## src/rtl/fetch_unit.sv

```systemverilog
// fetch_unit: instruction fetch stage.
// Holds the program counter and issues word-aligned requests to instruction memory.
// In-order responses are collected into a small {instr, pc} FIFO that feeds decode.
// A redirect flushes the FIFO. Responses for requests still in flight at the
// redirect are counted so they can be discarded when they arrive.
module fetch_unit #(
  parameter logic [31:0] RESET_PC = 32'h0000_0000,
  parameter int          DEPTH    = 2
) (
  input  logic        clk,
  input  logic        reset,
  output logic        imem_req_valid,
  input  logic        imem_req_ready,
  output logic [31:0] imem_req_addr,
  input  logic        imem_resp_valid,
  input  logic [31:0] imem_resp_data,
  input  logic        redirect_valid,
  input  logic [31:0] redirect_pc,
  output logic        instr_valid,
  input  logic        instr_ready,
  output logic [31:0] instr,
  output logic [31:0] instr_pc
);

  localparam int AW = (DEPTH > 1) ? $clog2(DEPTH) : 1;
  // One extra bit so a count can hold DEPTH itself.
  localparam int CW = $clog2(DEPTH) + 1;
  localparam logic [CW:0] DEPTH_W = (CW+1)'(DEPTH);

  typedef logic [CW-1:0] cnt_t;

  logic [31:0] fetch_pc;
  logic [31:0] resp_pc;
  cnt_t        inflight;
  cnt_t        drop;
  cnt_t        fifo_count;
  logic [AW-1:0] rd_ptr;
  logic [AW-1:0] wr_ptr;
  logic [31:0] fifo_instr [DEPTH];
  logic [31:0] fifo_pc    [DEPTH];

  logic        req_fire;
  logic        resp_accept;
  logic        resp_drop;
  logic        push;
  logic        pop;
  logic [CW:0] credits_used;
  cnt_t        inflight_next;
  logic [31:0] redirect_aligned;

  // The low two bits of redirect_pc are discarded by word alignment.
  logic unused_redirect_bits;
  assign unused_redirect_bits = ^redirect_pc[1:0];

  assign redirect_aligned = {redirect_pc[31:2], 2'b00};

  // The credit check uses only registered counts and redirect_valid.
  // It never looks at imem_req_ready, so the request valid cannot form a loop with memory.
  assign credits_used   = {1'b0, inflight} + {1'b0, fifo_count};
  assign imem_req_valid = !reset && !redirect_valid && (credits_used < DEPTH_W);
  assign imem_req_addr  = fetch_pc;
  assign req_fire       = imem_req_valid && imem_req_ready;

  // A response with nothing in flight is a protocol violation and is ignored.
  assign resp_accept   = imem_resp_valid && (inflight != '0);
  assign resp_drop     = resp_accept && (drop != '0);
  assign push          = resp_accept && !resp_drop;
  assign pop           = instr_valid && instr_ready;
  assign inflight_next = inflight + cnt_t'(req_fire) - cnt_t'(resp_accept);

  // Decode always sees the FIFO head. There is no bypass from the response port.
  assign instr_valid = (fifo_count != '0);
  assign instr       = fifo_instr[rd_ptr];
  assign instr_pc    = fifo_pc[rd_ptr];

  // PCs, outstanding and drop counters, and FIFO pointers. Redirect overrides normal flow.
  // NOTE: sequential state uses non-blocking assignments so every register samples pre-edge values.
  always_ff @(posedge clk) begin
    if (reset) begin
      fetch_pc   <= RESET_PC;
      resp_pc    <= RESET_PC;
      inflight   <= '0;
      drop       <= '0;
      fifo_count <= '0;
      rd_ptr     <= '0;
      wr_ptr     <= '0;
    end else if (redirect_valid) begin
      fetch_pc   <= redirect_aligned;
      resp_pc    <= redirect_aligned;
      inflight   <= inflight_next;
      // Every request still outstanding after this cycle belongs to the old path.
      drop       <= inflight_next;
      fifo_count <= '0;
      rd_ptr     <= '0;
      wr_ptr     <= '0;
    end else begin
      inflight <= inflight_next;
      if (req_fire) begin
        fetch_pc <= fetch_pc + 32'd4;
      end
      if (resp_drop) begin
        drop <= drop - 1'b1;
      end
      if (push) begin
        resp_pc <= resp_pc + 32'd4;
        wr_ptr  <= wr_ptr + 1'b1;
      end
      if (pop) begin
        rd_ptr <= rd_ptr + 1'b1;
      end
      fifo_count <= fifo_count + cnt_t'(push) - cnt_t'(pop);
    end
  end

  // FIFO storage. Words are written on push; a redirect in the same cycle suppresses the write.
  // NOTE: storage is reset so instr and instr_pc read as zero after reset, not stale words.
  always_ff @(posedge clk) begin
    if (reset) begin
      for (int i = 0; i < DEPTH; i++) begin
        fifo_instr[i] <= '0;
        fifo_pc[i]    <= '0;
      end
    end else if (push && !redirect_valid) begin
      fifo_instr[wr_ptr] <= imem_resp_data;
      fifo_pc[wr_ptr]    <= resp_pc;
    end
  end

endmodule

```

## config.mk

```make
export PLATFORM = sky130hd
export DESIGN_NAME = fetch_unit
export DESIGN_NICKNAME = d
export VERILOG_FILES = /design/src/rtl/fetch_unit.sv
export SDC_FILE = /design/constraint.sdc
export NUM_CORES = 1
export LEC_CHECK = 0
export ABC_AREA = 1
export BUFFER_PORTS_ARGS = -buffer_cell sky130_fd_sc_hd__buf_2
export CAP_MARGIN = 20
export CORE_ASPECT_RATIO = 1.5
export CORE_MARGIN = 10
export CORE_UTILIZATION = 42
export CTS_CLUSTER_SIZE = 25
export DETAILED_ROUTE_END_ITERATION = 6
export HOLD_SLACK_MARGIN = 0.03
export MAX_ROUTING_LAYER = met4
export SKIP_CTS_REPAIR_TIMING = 1
export SLEW_MARGIN = 10
export SYNTH_ARGS = -nofsm -noshare
export SYNTH_HDL_FRONTEND = slang
export SYNTH_SLANG_ARGS = --single-unit
```

## constraint.sdc

```tcl
create_clock -name clk -period 10.6 [get_ports clk]
set_input_delay 2.12 -clock clk [delete_from_list [all_inputs] [get_ports clk]]
set_output_delay 2.12 -clock clk [all_outputs]
set_load 0.02 [all_outputs]
```

==> flow_summary.yaml, run 1 <==
run_status:
  outcome: "finished, final reports clean"
final_layout:
  drive_gt1_share_pct: 22.85
  nets: 1356
  layout_common_cells: "nand2_1, nor2_1, buf_2, inv_1, edfxtp_1"
  final_cells: 1571
  multi_input_area_um2: 3871
  seq_area_um2: 5106
  final_common_cell: "nand2_1"
  postLayoutCoreUtil_pct: 49.14
  nFillCells: 2271
  antenna_cells: 0
  area_growth_pct: 15.16
clocking:
  cts_inserted_buffers: 17
  clock_path_buffers: 2
  cts_root_buf: "clkbuf_16"
  clk_pin_slew_ns: 0.07
  cts_sinks: 193
  h-tree-depth: 4
  cts_tree: "yes"
  insertion_delay_ns: 0.44
sta:
  skew_ns: 0.009378
  rsz0062_at_grt: "no"
  finalSetupViolCount: 0
  slew_headroom_pct: 39.50
  fmax_ghz: 0.1839
  min_period_ns: 5.439
  min_period_over_period_pct: 51.31
  tightestPinTransition_ns: 0.9054
  finalHoldViolations: 0
  setup_slack_ns: 5.161
  maxSlewViolCount: 0
  finalSetupTns_ns: 0
critical_path:
  reg2reg_slack_ns: 7.15
  critical_path_arrival_ns: 3.32
  path_class: "input port to output pin"
  critPathRequiredTime_ns: 8.48
  r2r_start: "drop[0]$_SDFFE_PP0P_"
  cp-start-kind: "input port"
  crit_path_end_kind: "output pin"
  ff2ff_path_depth: 10
  rr_endpoint: "fifo_instr[1][8]$_SDFFCE_PN0P_"
  worstPathMaxFanout: 46
detailed_routing:
  vias: 7848
  drt_first_pass_iters: 5
  dr.max_layer_used: "met4"
  drtIter0Drc: 375
  wl_per_cell_um: 16.50
  wl_met1_mm: 10.60
  routed_wl_mm: 25.93
  wl_met2_mm: 13.42
  routed_via_density: 4.996
  antenna_left: 0
  met3_length_mm: 1.082
  drc_errors: 0
floorplanning:
  initial_core_util_pct: 42.67
  dieHeight_um: 207.1
  io_pins: 168
  die_area_um2: 29980
  core_area_um2: 22970
  row_count: 68
  dieWidth_um: 144.7
grt:
  grt_pass1_wl_mm: 40.54
  grt_pass1_vias: 7835
  grt_usage_pct: 17.69
  grt_max_degree: 65
  antenna_found_initial: 0
  grt-ovfl-total: 0
synth:
  yosysWarningCount: 0
  async_reset_ff_share_pct: 0
  ys_seq_elements: 193
  synth_seq_area_share_pct: 52.07
  synth_ff_type: "edfxtp_1"
  synth_area_leaders: "edfxtp_1, dfxtp_1, nand2_1"
  synth_edf_count: 124
  syn_area_per_cell_um2: 8.660
  synth_top_cell_area_share_pct: 37.98
  yosysUniqueCellTypes: 39
  netlist_area_um2: 9803
  netlist_instances: 1132
  yosys.area.top_type: "edfxtp_1"
power_and_ir_drop:
  power_leakage_nw: 4.771
  vdd_drop_max_mv: 0.1217
  power.density_nw_per_um2: 154.1
placed_design:
  port_buffers: 161
  place_congestion: 0.9718
  dpl.cell_count: 1539
  pre_cts_slack_ns: 5.103
  dp_hpwl_mm: 18.35
worst_hold_path:
  hold_class: "flip-flop to flip-flop"
  worstHoldPathCells: 1
  min_from: "rd_ptr$_SDFFE_PP0P_"
job:
  cap_violations: 0
flip-flops by register name, summed over array words and instances, names as in the netlist, named ones only:
register       flops
wr_ptr             1
inflight           2
drop               2
rd_ptr             1
fifo_count         2
fifo_instr        64
fifo_pc           60
resp_pc           30
imem_req_addr     30
cells in the mapped netlist (3+ instances only):
library cell and count:
edfxtp_1 124, nand3_1 67, nor2_2 13, dfxtp_1 69
o21ai_0 54, buf_2 14, a31oi_1 13, clkbuf_1 10
nor3_1 3, nand4_1 7, inv_1 148, xor2_1 13
mux2_2 62, ha_1 7, or2_2 5, buf_6 11
xnor2_1 5, a21oi_1 43, buf_4 6, nor2_1 195
nand2_1 237, nor2_4 4, nand2_2 3
layer usage:
metal / vias up / GRT usage, %
met5: - / -
met1: 3670 / 19.84
met3: 42 / 3.045
li1: 3948 / -
met4: 0 / 8.089
met2: 188 / 29.78
how the worst max path moves through the flow:
stage | cells past startpoint | end | start
finish | 6 | imem_req_valid | reset
detailed placement | 9 | fifo_instr[1][7]$_SDFFCE_PN0P_ | reset
CTS | 6 | imem_req_valid | reset
floorplan | 5 | imem_req_valid | reset
global placement | 9 | fifo_instr[1][7]$_SDFFCE_PN0P_ | reset
global route | 6 | imem_req_valid | reset
final cells by class:
| class | count | area share (%) |
|---|---|---|
| Timing Repair Buffer | 167 | 7.536 |
| Clock buffer | 18 | 3.890 |
| Tap cell | 280 | 3.103 |
| Sequential cell | 193 | 45.23 |
| Clock inverter | 14 | 0.9974 |
| Inverter | 149 | 4.954 |
| Multi-Input combinational cell | 750 | 34.29 |
power breakdown:
group	leakage (nW)	switching [mW]	internal (mW)	total (mW)
Clock	0.281	0.287	0.329	0.616
Sequential	1.85	0.0305	0.846	0.877
Combinational	2.64	0.165	0.0817	0.247
Total	4.77	0.483	1.26	1.74
stage by stage:
step	power (mW)	cell area, um2	hold slack [ns]
after floorplan	1.059	9814	0.4260
after global placement	1.138	10740	0.4340
after detailed placement	1.142	10740	0.4364
after CTS	1.754	11290	0.4547
after global routing	1.812	11290	0.4948
final	1.739	11290	0.4534
worst max-delay path, stage by stage:
cell and delay, ns:
buf_2 0.10, buf_4 0.28, nor2_4 0.46, nand3_1 0.12, inv_1 0.07, buf_2 0.15
kinds of logic after synthesis:
logic type	count (synthesis)	share of synthesized area [%]
compound gates	118	6.420
xor+xnor	18	1.608
fa+ha+maj	8	1.098
buf+inv	192	8.602
flops	193	52.07
mux	62	7.122
other cells	1	0.03825
simple gates	540	23.04
Power figures use the tool's default switching activity.
==> run 2, diff against run 1 <==
clock period = 4.8 ns   (was 10.6 ns; I/O delays follow)
==> run 2 against run 1 <==
  * Sequential cell count stayed put
  * Critical endpoint is now instr_pc[8]
  * Non-clock buffer count is 4 higher
  * Final cell count grew 0.25%
  * Count of clock-buffer cells in the layout rose by 1
  * Combinational power is 120% higher
  * Clock skew is 0.0014 ns higher
  * Clock power increased by 140%
  * Power up 130%
  * Critical path type is now flip-flop to output pin
  * Sequential power grew 120%
==> flow_summary.yaml, run 2 (same netlist as run 1, synthesis figures left out) <==
power_and_ir_drop:
  power.density_nw_per_um2: 346.4
  power_leakage_nw: 4.818
  power_mw: 3.952
  vdd_drop_max_mv: 0.2637
critical_path:
  path_class: "flip-flop to output pin"
  critPathRequiredTime_ns: 3.84
  cp_slowest_cell: "dfxtp_2"
  critical_path_arrival_ns: 2.20
  cp-start-kind: "flip-flop"
  path_cells: "buf_12 -> mux2_2 -> buf_2"
  cp_slowest_stage_delay_ns: 0.91
  crit_path_end_kind: "output pin"
  worstPathMaxFanout: 33
final_layout:
  drive_gt1_share_pct: 22.93
  layout_common_cells: "nand2_1, nor2_1, buf_2, inv_1, edfxtp_1"
  reg.largest.list: "fifo_instr (64), fifo_pc (60)"
  nFillCells: 2246
  antenna_cells: 0
  final_common_cell: "nand2_1"
  area_growth_pct: 16.35
  regMostFlops: "fifo_instr"
  nets: 1360
  largest_reg_flops: 64
sta:
  min_period_ns: 3.158
  finalSetupTns_ns: 0
  fmax_ghz: 0.3167
  finalSetupViolCount: 0
  tightestPinTransition_ns: 0.9054
  min_period_over_period_pct: 65.78
  slew_headroom_pct: 39.64
  skew_ns: 0.01082
  rsz0062_at_grt: "no"
  maxSlewViolCount: 0
  finalHoldViolations: 0
floorplanning:
  dieHeight_um: 207.1
  dieWidth_um: 144.7
  io_pins: 168
  initial_core_util_pct: 42.67
  core_area_um2: 22970
  die_area_um2: 29980
  row_count: 68
grt:
  grt-ovfl-total: 0
  antenna_found_initial: 0
  grt_pass1_wl_mm: 41.48
  grt_usage_pct: 18.17
  grt_pass1_vias: 7975
  grt_max_degree: 65
detailed_routing:
  drt_first_pass_iters: 5
  wl_per_cell_um: 16.66
  vias: 7904
  drc_errors: 0
  drtIter0Drc: 417
  routed_via_density: 5.018
  antenna_left: 0
  routed_wl_mm: 26.25
clocking:
  insertion_delay_ns: 0.44
  cts_tree: "yes"
  clk_pin_slew_ns: 0.07
  h-tree-depth: 4
  clock_path_buffers: 2
  cts_inserted_buffers: 17
  cts_sinks: 193
  cts_root_buf: "clkbuf_16"
placed_design:
  dp_hpwl_mm: 19.03
  port_buffers: 161
  place_congestion: 0.9343
worst_hold_path:
  hold_class: "flip-flop to flip-flop"
job:
  cap_violations: 0
run_status:
  outcome: "finished, final reports clean"
run 2: changes by cell type in the layout (fill, tap and decap cells not counted), sizes merged:
cell / delta
buf: +4
bufinv: +2
clkinv: -2
clkbuf: +1
inv: -1
run 2: worst paths after layout:
kind              cells after the start  slack, ns                      endpoint                   start
setup reg to reg                      8       2.05  fifo_pc[0][21]$_SDFFCE_PN0P_  inflight[1]$_SDFF_PP0_
hold reg to reg                       1       0.46           rd_ptr$_SDFFE_PP0P_     rd_ptr$_SDFFE_PP0P_
setup / recovery                      3       1.64                   instr_pc[8]               flip-flop
hold / removal                        1       0.46           rd_ptr$_SDFFE_PP0P_     rd_ptr$_SDFFE_PP0P_
run 2: power breakdown:
part | total, mW | internal (mW) | switching (mW)
logic | 0.547 | 0.186 | 0.361
registers | 1.94 | 1.87 | 0.0713
clock network | 1.46 | 0.835 | 0.630
total | 3.95 | 2.89 | 1.06
run 2: per-layer routing:
metal	GRT usage (%)	vias to the layer above	wire, um
met5	-	-	0
met4	8.543	0	937
met3	3.297	52	1248
met2	30.46	239	13480
met1	20.30	3652	10580
li1	-	3961	-
run 2: critical path: cells and delay by family (launching register included):
kind	cells	cell delay [ns]
buffers and inverters	2	0.46
flip-flops	1	0.91
multiplexers	1	0.38
run 2: cell type report:
cell class | instances | area [um2] | share of cell area [%]
Sequential cell | 193 | 5106 | 44.77
Multi-Input combinational cell | 750 | 3871 | 33.94
Timing Repair Buffer | 171 | 918.4 | 8.052
Inverter | 149 | 559.3 | 4.903
Clock buffer | 19 | 442.9 | 3.883
Tap cell | 280 | 350.3 | 3.072
Clock inverter | 13 | 157.7 | 1.382
run 2: through the flow:
stage          utilization, %  hold slack, ns  instances  setup WS, ns  area [um2]
3_3_place_gp            47.04          0.4372       1543         1.283       10810
2_1_floorplan               -          0.4260       1135         1.185        9814
5_1_grt                 49.65          0.4958       1575         1.500       11410
3_5_place_dp            47.04          0.4422       1543         1.299       10810
6_report                49.65          0.4622       1575         1.642       11410
4_1_cts                 49.65          0.4589       1575         1.560       11410
==> run 3, diff against run 2 <==
ABC_AREA = 0   (was 1)
PLACE_DENSITY = 0.65   (was default)
clock period = 2.7 ns   (was 4.8 ns; I/O delays follow)
==> run 3 against run 2 <==
  * Clock skew increased by 0.00083 ns
  * Count of clock-buffer cells in the layout shrank 2
  * Area after synthesis decreased by 4.0%
  * Global-route usage decreased by 1.6 points
==> flow_summary.yaml, run 3 <==
placed_design:
  port_buffers: 161
  dp_hpwl_mm: 16.48
  place_congestion: 0.8279
synth:
  yosys.area.top_type: "edfxtp_1"
  synth_ff_type: "edfxtp_1"
  synth.top_cells.by_count: "and2_1, edfxtp_1, dfxtp_1"
  synth_most_common_cell: "and2_1"
  async_reset_ff_share_pct: 0
  yosysWarningCount: 0
  ys_seq_elements: 193
  netlist_area_um2: 9413
  synth_edf_count: 124
  synth_seq_area_share_pct: 54.23
  synth_top_cell_area_share_pct: 39.56
  synth_area_leaders: "edfxtp_1, dfxtp_1, and2_1"
  syn_area_per_cell_um2: 11.19
  netlist_instances: 841
  yosysUniqueCellTypes: 63
final_layout:
  antenna_cells: 0
  reg.largest.list: "fifo_instr (64), fifo_pc (60)"
  nets: 1066
  nFillCells: 2030
  layout_common_cells: "buf_2, and2_1, edfxtp_1, dfxtp_1, mux2_2"
  regMostFlops: "fifo_instr"
  largest_reg_flops: 64
  area_growth_pct: 18.42
  drive_gt1_share_pct: 29.97
  final_common_cell: "buf_2"
  postLayoutCoreUtil_pct: 50.18
grt:
  grt_pass1_wl_mm: 37.40
  grt_pass1_vias: 7019
  grt_usage_pct: 16.60
  grt_max_degree: 63
  grt-ovfl-total: 0
  antenna_found_initial: 0
detailed_routing:
  drc_errors: 0
  vias: 6966
  wl_per_cell_um: 18.47
  antenna_left: 0
  routed_via_density: 5.455
  routed_wl_mm: 23.59
  drt_first_pass_iters: 7
  drtIter0Drc: 365
critical_path:
  worstPathMaxFanout: 4
  critical_path_arrival_ns: 2.08
  cp-start-kind: "flip-flop"
  path_cells: "and2_1 -> fa_1 -> or2_2 -> nor2_4 -> buf_4"
  cp_slowest_cell: "fa_1"
  path_class: "flip-flop to output pin"
  cp_slowest_stage_delay_ns: 0.48
  r2r_start: "inflight[0]$_SDFF_PP0_"
  critPathRequiredTime_ns: 2.16
  crit_path_end_kind: "output pin"
  crit_start: "inflight[0]$_SDFF_PP0_"
worst_hold_path:
  min_from: "redirect_pc[24]"
  hold_class: "input port to flip-flop"
power_and_ir_drop:
  clkPwrFrac_pct: 36.4
  p_int_mw: 5.038
  power_leakage_nw: 4.407
  power.density_nw_per_um2: 626.3
  combPwrFrac_pct: 14.0
  swShare_pct: 27.84
  switchingPower_mw: 1.943
  vdd_drop_max_mv: 0.4190
  power_mw: 6.981
  p_seq_share_pct: 49.6
clocking:
  cts_inserted_buffers: 17
  clk_pin_slew_ns: 0.08
  cts_tree: "yes"
  clock_path_buffers: 2
  h-tree-depth: 4
  cts_root_buf: "clkbuf_16"
  insertion_delay_ns: 0.43
  cts_sinks: 193
sta:
  skew_ns: 0.01165
  finalHoldViolations: 0
  min_period_ns: 2.615
  maxSlewViolCount: 0
  finalSetupViolCount: 0
  tightestPinTransition_ns: 0.6132
  rsz0062_at_grt: "no"
  fmax_ghz: 0.3824
  slew_headroom_pct: 59.12
  min_period_over_period_pct: 96.86
floorplanning:
  io_pins: 168
  initial_core_util_pct: 42.37
  dieWidth_um: 142.2
  die_area_um2: 28920
  core_area_um2: 22220
  row_count: 67
  dieHeight_um: 203.4
job:
  cap_violations: 0
run_status:
  outcome: "finished, final reports clean"
[run 3: kinds of logic (layout without fill, tap and decap cells)]
logic type	Yosys count	count (layout)	share of synthesized area, %
flops	193	193	54.23
other cells	1	4	0.03984
simple gates	341	341	21.80
xor+xnor	22	22	2.047
fa+ha+maj	8	8	1.143
compound gates	130	130	9.624
buf+inv	84	241	3.695
mux	62	62	7.417
[run 3: worst max-delay path: cells and delay by family, from the launching register on]
family,cells,cell delay [ns]
AND/OR/NAND/NOR,3,0.65
adder cells (fa/ha/maj),1,0.48
flip-flops,1,0.34
buffers and inverters,1,0.15
[run 3: path summary, 6_finish.rpt]
path	cells past startpoint	slack (ns)	to
min	3	0.37	imem_req_addr[24]$_SDFFE_PP0P_
max reg2reg	11	0.21	drop[1]$_SDFFE_PP0P_
min reg2reg	2	0.52	imem_req_addr[3]$_SDFFE_PP0P_
max	5	0.08	imem_req_valid
[run 3: per-layer routing]
metal	up-vias	wire [um]	global-route usage, %
met4	0	383	5.015
met5	-	0	-
met1	3380	9551	18.37
met3	23	963	2.886
met2	171	12690	29.54
li1	3392	-	-
[run 3: power by group through the flow]
stage               registers, mW  clock network, mW  logic (mW)
global route                 3.49               2.70        1.08
floorplan                    3.52                  0       0.620
global placement             3.52                  0       0.959
finish                       3.46               2.54       0.980
detailed placement           3.53                  0       0.969
CTS                          3.46               2.58       0.975
[run 3: layout make-up]
cell class / count / area (um2) / share of cell area, %
clock buffer: 17 / 425.4 / 3.816
clock inverter: 15 / 161.4 / 1.448
inverter: 26 / 97.59 / 0.8755
multi-input combinational: 567 / 3986 / 35.76
sequential: 193 / 5107 / 45.82
tap: 276 / 345.3 / 3.098
timing repair buffer: 183 / 1023 / 9.182
[run 3: stage by stage]
stage	instances	instance area, um2	hold slack, ns	worst slack, ns	TNS, ns
6_report	1277	11150	0.3702	0.08467	0
5_1_grt	1277	11150	0.3716	0.003708	0
4_1_cts	1276	11130	0.3580	-0.04399	-0.04399
3_5_place_dp	1244	10540	0.5063	0.2189	0
3_3_place_gp	1244	10540	0.4948	0.2318	0
2_1_floorplan	844	9424	0.4811	0.04339	0
